`src/rtl/fir_interp.sv`:
```
// Shared sample-width definition used by the filter datapath.
package globals_pkg;
  localparam int DATA_SIZE = 32;
endpackage

// Polyphase FIR interpolator: each input sample yields INTERPOLATION filtered output samples.
// Latency: first output M+1 cycles after the read cycle (M = NUM_TAPS/INTERPOLATION), each later phase M+1 after the previous one.
// Backpressure: waits in S_WRITE while y_out_full, holding accumulator and phase; reads only when the input FIFO is not empty.
module fir_interp
  import globals_pkg::*;
#(
  parameter int NUM_TAPS      = 32,  // must be an integer multiple of INTERPOLATION
  parameter int INTERPOLATION = 4,
  parameter int QUANT_BITS    = 10,
  // Tap i sits at bits [i*DATA_SIZE +: DATA_SIZE]
  parameter logic [NUM_TAPS*DATA_SIZE-1:0] COEFFICIENTS = '0
) (
  input  logic                        clock,
  input  logic                        reset,
  input  logic signed [DATA_SIZE-1:0] x_in_dout,
  input  logic                        x_in_empty,
  output logic                        x_in_rd_en,
  input  logic                        y_out_full,
  output logic                        y_out_wr_en,
  output logic signed [DATA_SIZE-1:0] y_out_din
);

  localparam int M     = NUM_TAPS / INTERPOLATION;
  localparam int IDX_W = (M > 1) ? $clog2(M) : 1;
  localparam int PH_W  = (INTERPOLATION > 1) ? $clog2(INTERPOLATION) : 1;
  localparam int TAP_W = (NUM_TAPS > 1) ? $clog2(NUM_TAPS) : 1;
  localparam logic signed [2*DATA_SIZE-1:0] RND = (2*DATA_SIZE)'(1) << (QUANT_BITS - 1);

  typedef enum logic [1:0] {
    S_READ  = 2'd0,
    S_MAC   = 2'd1,
    S_WRITE = 2'd2
  } state_t;

  state_t state, next_state;

  logic signed [DATA_SIZE-1:0] dly [M];
  logic signed [DATA_SIZE-1:0] acc;
  logic [PH_W-1:0]             phase;
  logic [IDX_W-1:0]            mac_idx;

  logic signed [DATA_SIZE-1:0]   coef_mem [NUM_TAPS];
  logic [TAP_W-1:0]              tap_idx;
  logic signed [DATA_SIZE-1:0]   d_sel;
  logic signed [DATA_SIZE-1:0]   c_sel;
  logic signed [2*DATA_SIZE-1:0] d_ext;
  logic signed [2*DATA_SIZE-1:0] c_ext;
  logic signed [2*DATA_SIZE-1:0] prod;
  logic signed [2*DATA_SIZE-1:0] prod_rnd;
  logic signed [DATA_SIZE-1:0]   mult_term;
  logic                          mac_last;
  logic                          phase_last;

  // Unpack the flat coefficient vector into an indexable table
  for (genvar i = 0; i < NUM_TAPS; i++) begin : g_coef
    assign coef_mem[i] = COEFFICIENTS[i*DATA_SIZE +: DATA_SIZE];
  end

  // Polyphase tap for delay slot k and phase p is COEFFICIENTS[k*L + p]
  assign tap_idx    = TAP_W'(int'(mac_idx) * INTERPOLATION + int'(phase));
  assign d_sel      = dly[mac_idx];
  assign c_sel      = coef_mem[tap_idx];
  assign mac_last   = (mac_idx == IDX_W'(M - 1));
  assign phase_last = (phase == PH_W'(INTERPOLATION - 1));

  // Full-width signed product, round half up, arithmetic shift, keep low DATA_SIZE bits
  assign d_ext     = {{DATA_SIZE{d_sel[DATA_SIZE-1]}}, d_sel};
  assign c_ext     = {{DATA_SIZE{c_sel[DATA_SIZE-1]}}, c_sel};
  assign prod      = d_ext * c_ext;
  assign prod_rnd  = prod + RND;
  assign mult_term = DATA_SIZE'(prod_rnd >>> QUANT_BITS);

  // State register
  always_ff @(posedge clock or negedge reset) begin
    if (!reset) begin
      state <= S_READ;
    end else begin
      state <= next_state;
    end
  end

  // Next state and FIFO strobes; strobes are gated by reset so nothing moves while it is held
  always_comb begin
    next_state  = S_READ;
    x_in_rd_en  = 1'b0;
    y_out_wr_en = 1'b0;
    y_out_din   = '0;
    case (state)
      S_READ: begin
        next_state = S_READ;
        if (!x_in_empty && reset) begin
          x_in_rd_en = 1'b1;
          next_state = S_MAC;
        end
      end
      S_MAC: begin
        next_state = mac_last ? S_WRITE : S_MAC;
      end
      S_WRITE: begin
        next_state = S_WRITE;
        if (!y_out_full && reset) begin
          y_out_wr_en = 1'b1;
          y_out_din   = acc;
          next_state  = phase_last ? S_READ : S_MAC;
        end
      end
      default: begin
        next_state = S_READ;
      end
    endcase
  end

  // Delay line, accumulator, phase and MAC index updates driven by the FSM strobes
  always_ff @(posedge clock or negedge reset) begin
    if (!reset) begin
      for (int k = 0; k < M; k++) dly[k] <= '0;
      acc     <= '0;
      phase   <= '0;
      mac_idx <= '0;
    end else begin
      case (state)
        S_READ: begin
          if (x_in_rd_en) begin
            for (int k = M - 1; k > 0; k--) dly[k] <= dly[k-1];
            dly[0]  <= x_in_dout;
            acc     <= '0;
            phase   <= '0;
            mac_idx <= '0;
          end
        end
        S_MAC: begin
          acc     <= acc + mult_term;
          mac_idx <= mac_last ? '0 : mac_idx + IDX_W'(1);
        end
        S_WRITE: begin
          if (y_out_wr_en && !phase_last) begin
            phase <= phase + PH_W'(1);
            acc   <= '0;
          end
        end
        default: begin
          mac_idx <= '0;
        end
      endcase
    end
  end

endmodule

```
`config.mk`:
```
export PLATFORM = sky130hd
export DESIGN_NAME = fir_interp
export DESIGN_NICKNAME = d
export VERILOG_FILES = /design/src/rtl/fir_interp.sv
export SDC_FILE = /design/constraint.sdc
export NUM_CORES = 1
export LEC_CHECK = 0
export BUFFER_PORTS_ARGS = -buffer_cell sky130_fd_sc_hd__buf_4
export CAP_MARGIN = 20
export CORE_MARGIN = 5
export CORE_UTILIZATION = 30
export CTS_BUF_LIST = sky130_fd_sc_hd__clkbuf_8
export DETAILED_ROUTE_END_ITERATION = 6
export GPL_TIMING_DRIVEN = 0
export PLACE_DENSITY = 0.72
export SETUP_SLACK_MARGIN = 0.2
export SYNTH_ARGS = -nofsm -noshare
export SYNTH_HDL_FRONTEND = slang
export SYNTH_SLANG_ARGS = --single-unit
export TNS_END_PERCENT = 5
```
`constraint.sdc`:
```
create_clock -name clock -period 1.5 [get_ports clock]
set_input_delay 0.3 -clock clock [delete_from_list [all_inputs] [get_ports clock]]
set_output_delay 0.3 -clock clock [all_outputs]
set_load 0.005 [all_outputs]
```
==> results_dict.tcl <==
set metrics [dict create \
    antenna_found_initial 0 \
    cts-buffers-inserted 3 \
    rows 16 \
    synth_cell_type_count 18 \
    switchingPower_uw 326 \
    die_w_um 56.1 \
    initial_core_util_pct 31.9 \
    totalWireLength_mm 1.16 \
    fin_tns_setup_ns -0.0244 \
    synthToLayoutAreaGrowth_pct 45.1 \
    grt_usage_pct 7.05 \
    clock_skew_ns 0.00426 \
    clockBufferDepth 2 \
    clkPwrFrac_pct 27.0 \
    cts_tree "built" \
    p_sw_share_pct 32.9 \
    power_density_mw_per_mm2 1070 \
    root_buffer "clkbuf_8" \
    ys.flop_type "dfrtp_1" \
    status "complete, but fails checks" \
    grt_pass1_vias 432 \
    critPathArrivalTime_ns 1.22 \
    wire_per_inst_um 8.38 \
    hpwl_um 929 \
    drt_iter0_drc 4 \
    yosys.area.top_type "buf_4" \
    period_share_pct 102 \
    antenna_left 0 \
    synth.yosys.seq_area_share_pct 27.5 \
    rsz0062_at_grt "yes" \
    worstPathMaxFanout 2 \
    fin_hold_ws_ns -0.103 \
    critPathKind "reg2out" \
    yosys_warnings 0 \
    hold_path_class "in2async" \
    dpl_cell_area_um2 832 \
    required_ns 1.20 \
    ctsHtreeMaxLevel 1 \
    routed-via-count 477 \
    grt_max_degree 12 \
    internal-power_uw 666 \
    static-leakage-power_nw 0.526 \
    synth-edff-count 0 \
    startpoint_type "flop" \
    ys_top_cells_by_area "buf_4 (38%), dfrtp_1 (27%), ha_1 (5.9%), a22o_1 (4.1%), nor2b_1 (2.9%)" \
    drv_cap 0 \
    synth.top_cell.area_share_pct 37.6 \
    grt_overflow_total 0 \
    cp-end-kind "output pin" \
    antenna_cells 0 \
    synth-seq-cells 7 \
    setup_viol 1 \
    comb_power_share_pct 39.6 \
    maxSlewViolCount 0 \
    dieArea_mm2 0.00315 \
    violations "hold timing, setup timing" \
    grt_pass1_wl_mm 1.78 \
    final_nets 151 \
    worst_slack_ns -0.0244 \
    yosysMostFrequentCell "buf_4" \
    drive_gt1_share_pct 47.7 \
    io_buffer_count 5 \
    netlist_top_cells_count "buf_4 (32), dfrtp_1 (7)" \
    syn_area_per_cell_um2 9.25 \
    netlist_instances 69 \
    synthArstFlopShare_pct 100 \
    seqPwrFrac_pct 33.5 \
    clk_pin_slew_ns 0.04 \
    clock-sinks 7 \
    min_period_ns 1.52 \
    clk_latency_ns 0.23 \
    firstDrtPassIters 4 \
    hold_viol 7 \
    netlist_area_um2 638 \
    drc 0 \
    viasPerCell 3.46 \
    fmax_mhz 656 \
    dieHeight_um 56.1 \
    fin_area_um2 926 \
    ios 70 \
    ir_drop_mv 0.684 \
    place_congestion 0.719 \
    core-area_mm2 0.00200 \
]
-- logic make-up after synthesis --
family / share of synthesized area (%)
mux: 1.57
fa+ha+maj: 5.88
simple gates: 12.9
compound gates: 12.2
flops: 27.5
other cells: 0.588
buf+inv: 39.4
-- through the flow --
step / hold WS, ns / cells / worst slack (ns) / power (mW) / utilization (%)
after CTS: -0.108 / 137 / -0.0574 / 0.973 / 45.1
final: -0.103 / 138 / -0.0244 / 0.992 / 46.3
after global placement: 0.136 / 132 / 0.0809 / 0.642 / 41.6
after detailed placement: 0.138 / 132 / 0.0857 / 0.665 / 41.6
after floorplan: 0.00441 / 100 / 0.182 / 0.588 / -
after global routing: -0.104 / 138 / -0.0534 / 1.06 / 46.3
-- cell type report --
cell class	instances	area (um2)
flip-flops and latches	7	178
multi-input cells	58	360
well taps	27	33.8
clock buffers	3	41.3
repair buffers	7	56.3
plain buffers	32	240
fillers	207	1080
clock inverters	1	5.00
inverters	3	11.3
-- layer usage --
layer	vias up	global-route usage, %	part of all wire [%]
met2	24	11.4	46
met3	4	3.48	12
li1	251	-	-
met5	-	0	0
met1	198	7.79	41
met4	0	3.05	1.0
-- path summary, 6_finish.rpt --
check	from	to	slack (ns)	depth (start not counted)
setup / recovery	state[1]$_DFF_PN0_	x_in_rd_en	-0.02	3
hold / removal	reset	state[1]$_DFF_PN0_	-0.10	1
setup reg to reg	state[1]$_DFF_PN0_	mac_idx[0]$_DFFE_PN0P_	0.04	4
hold reg to reg	mac_idx[1]$_DFFE_PN0P_	mac_idx[1]$_DFFE_PN0P_	0.52	1
max in group asynchronous	reset	state[0]$_DFF_PN0_	1.44	1
min in group clock	y_out_full	phase[0]$_DFFE_PN0P_	0.31	2
-- power groups by stage --
stage | logic [mW] | clock network, mW | registers, mW
3_3_place_gp | 0.319 | 0 | 0.322
3_5_place_dp | 0.336 | 0 | 0.329
4_1_cts | 0.371 | 0.276 | 0.326
5_1_grt | 0.437 | 0.287 | 0.340
2_1_floorplan | 0.278 | 0 | 0.310
6_report | 0.392 | 0.267 | 0.332
-- state kept, by name, indices dropped and copies added (netlist names) --
register and flops:
phase 2, mac_idx 3, state 2
-- cells in the final DEF (no fill, tap or decap), types with 2 or more instances in the layout --
master	instances
conb_1	32
a22o_1	3
dfrtp_1	5
a21oi_1	2
o21ai_0	2
buf_4	38
dfrtp_2	2
inv_1	3
nor2b_1	3
clkbuf_8	3
ha_1	2
-- worst max-delay path, stage by stage, from the launching register on --
cell and delay, ns:
dfrtp_2 0.39, or3b_4 0.41, nor2_4 0.09, buf_6 0.10
-- what timing repair did --
| item | 4_1_cts | 5_1_grt |
|---|---|---|
| hold endpoints to repair | 7 | 7 |
| endpoints found under the setup margin | 7 | 7 |
| setup buffers | 1 | 1 |
| pin swaps | 5 | 5 |
| gates resized for setup | 7 | 3 |
(Power assumes the default switching activity.)
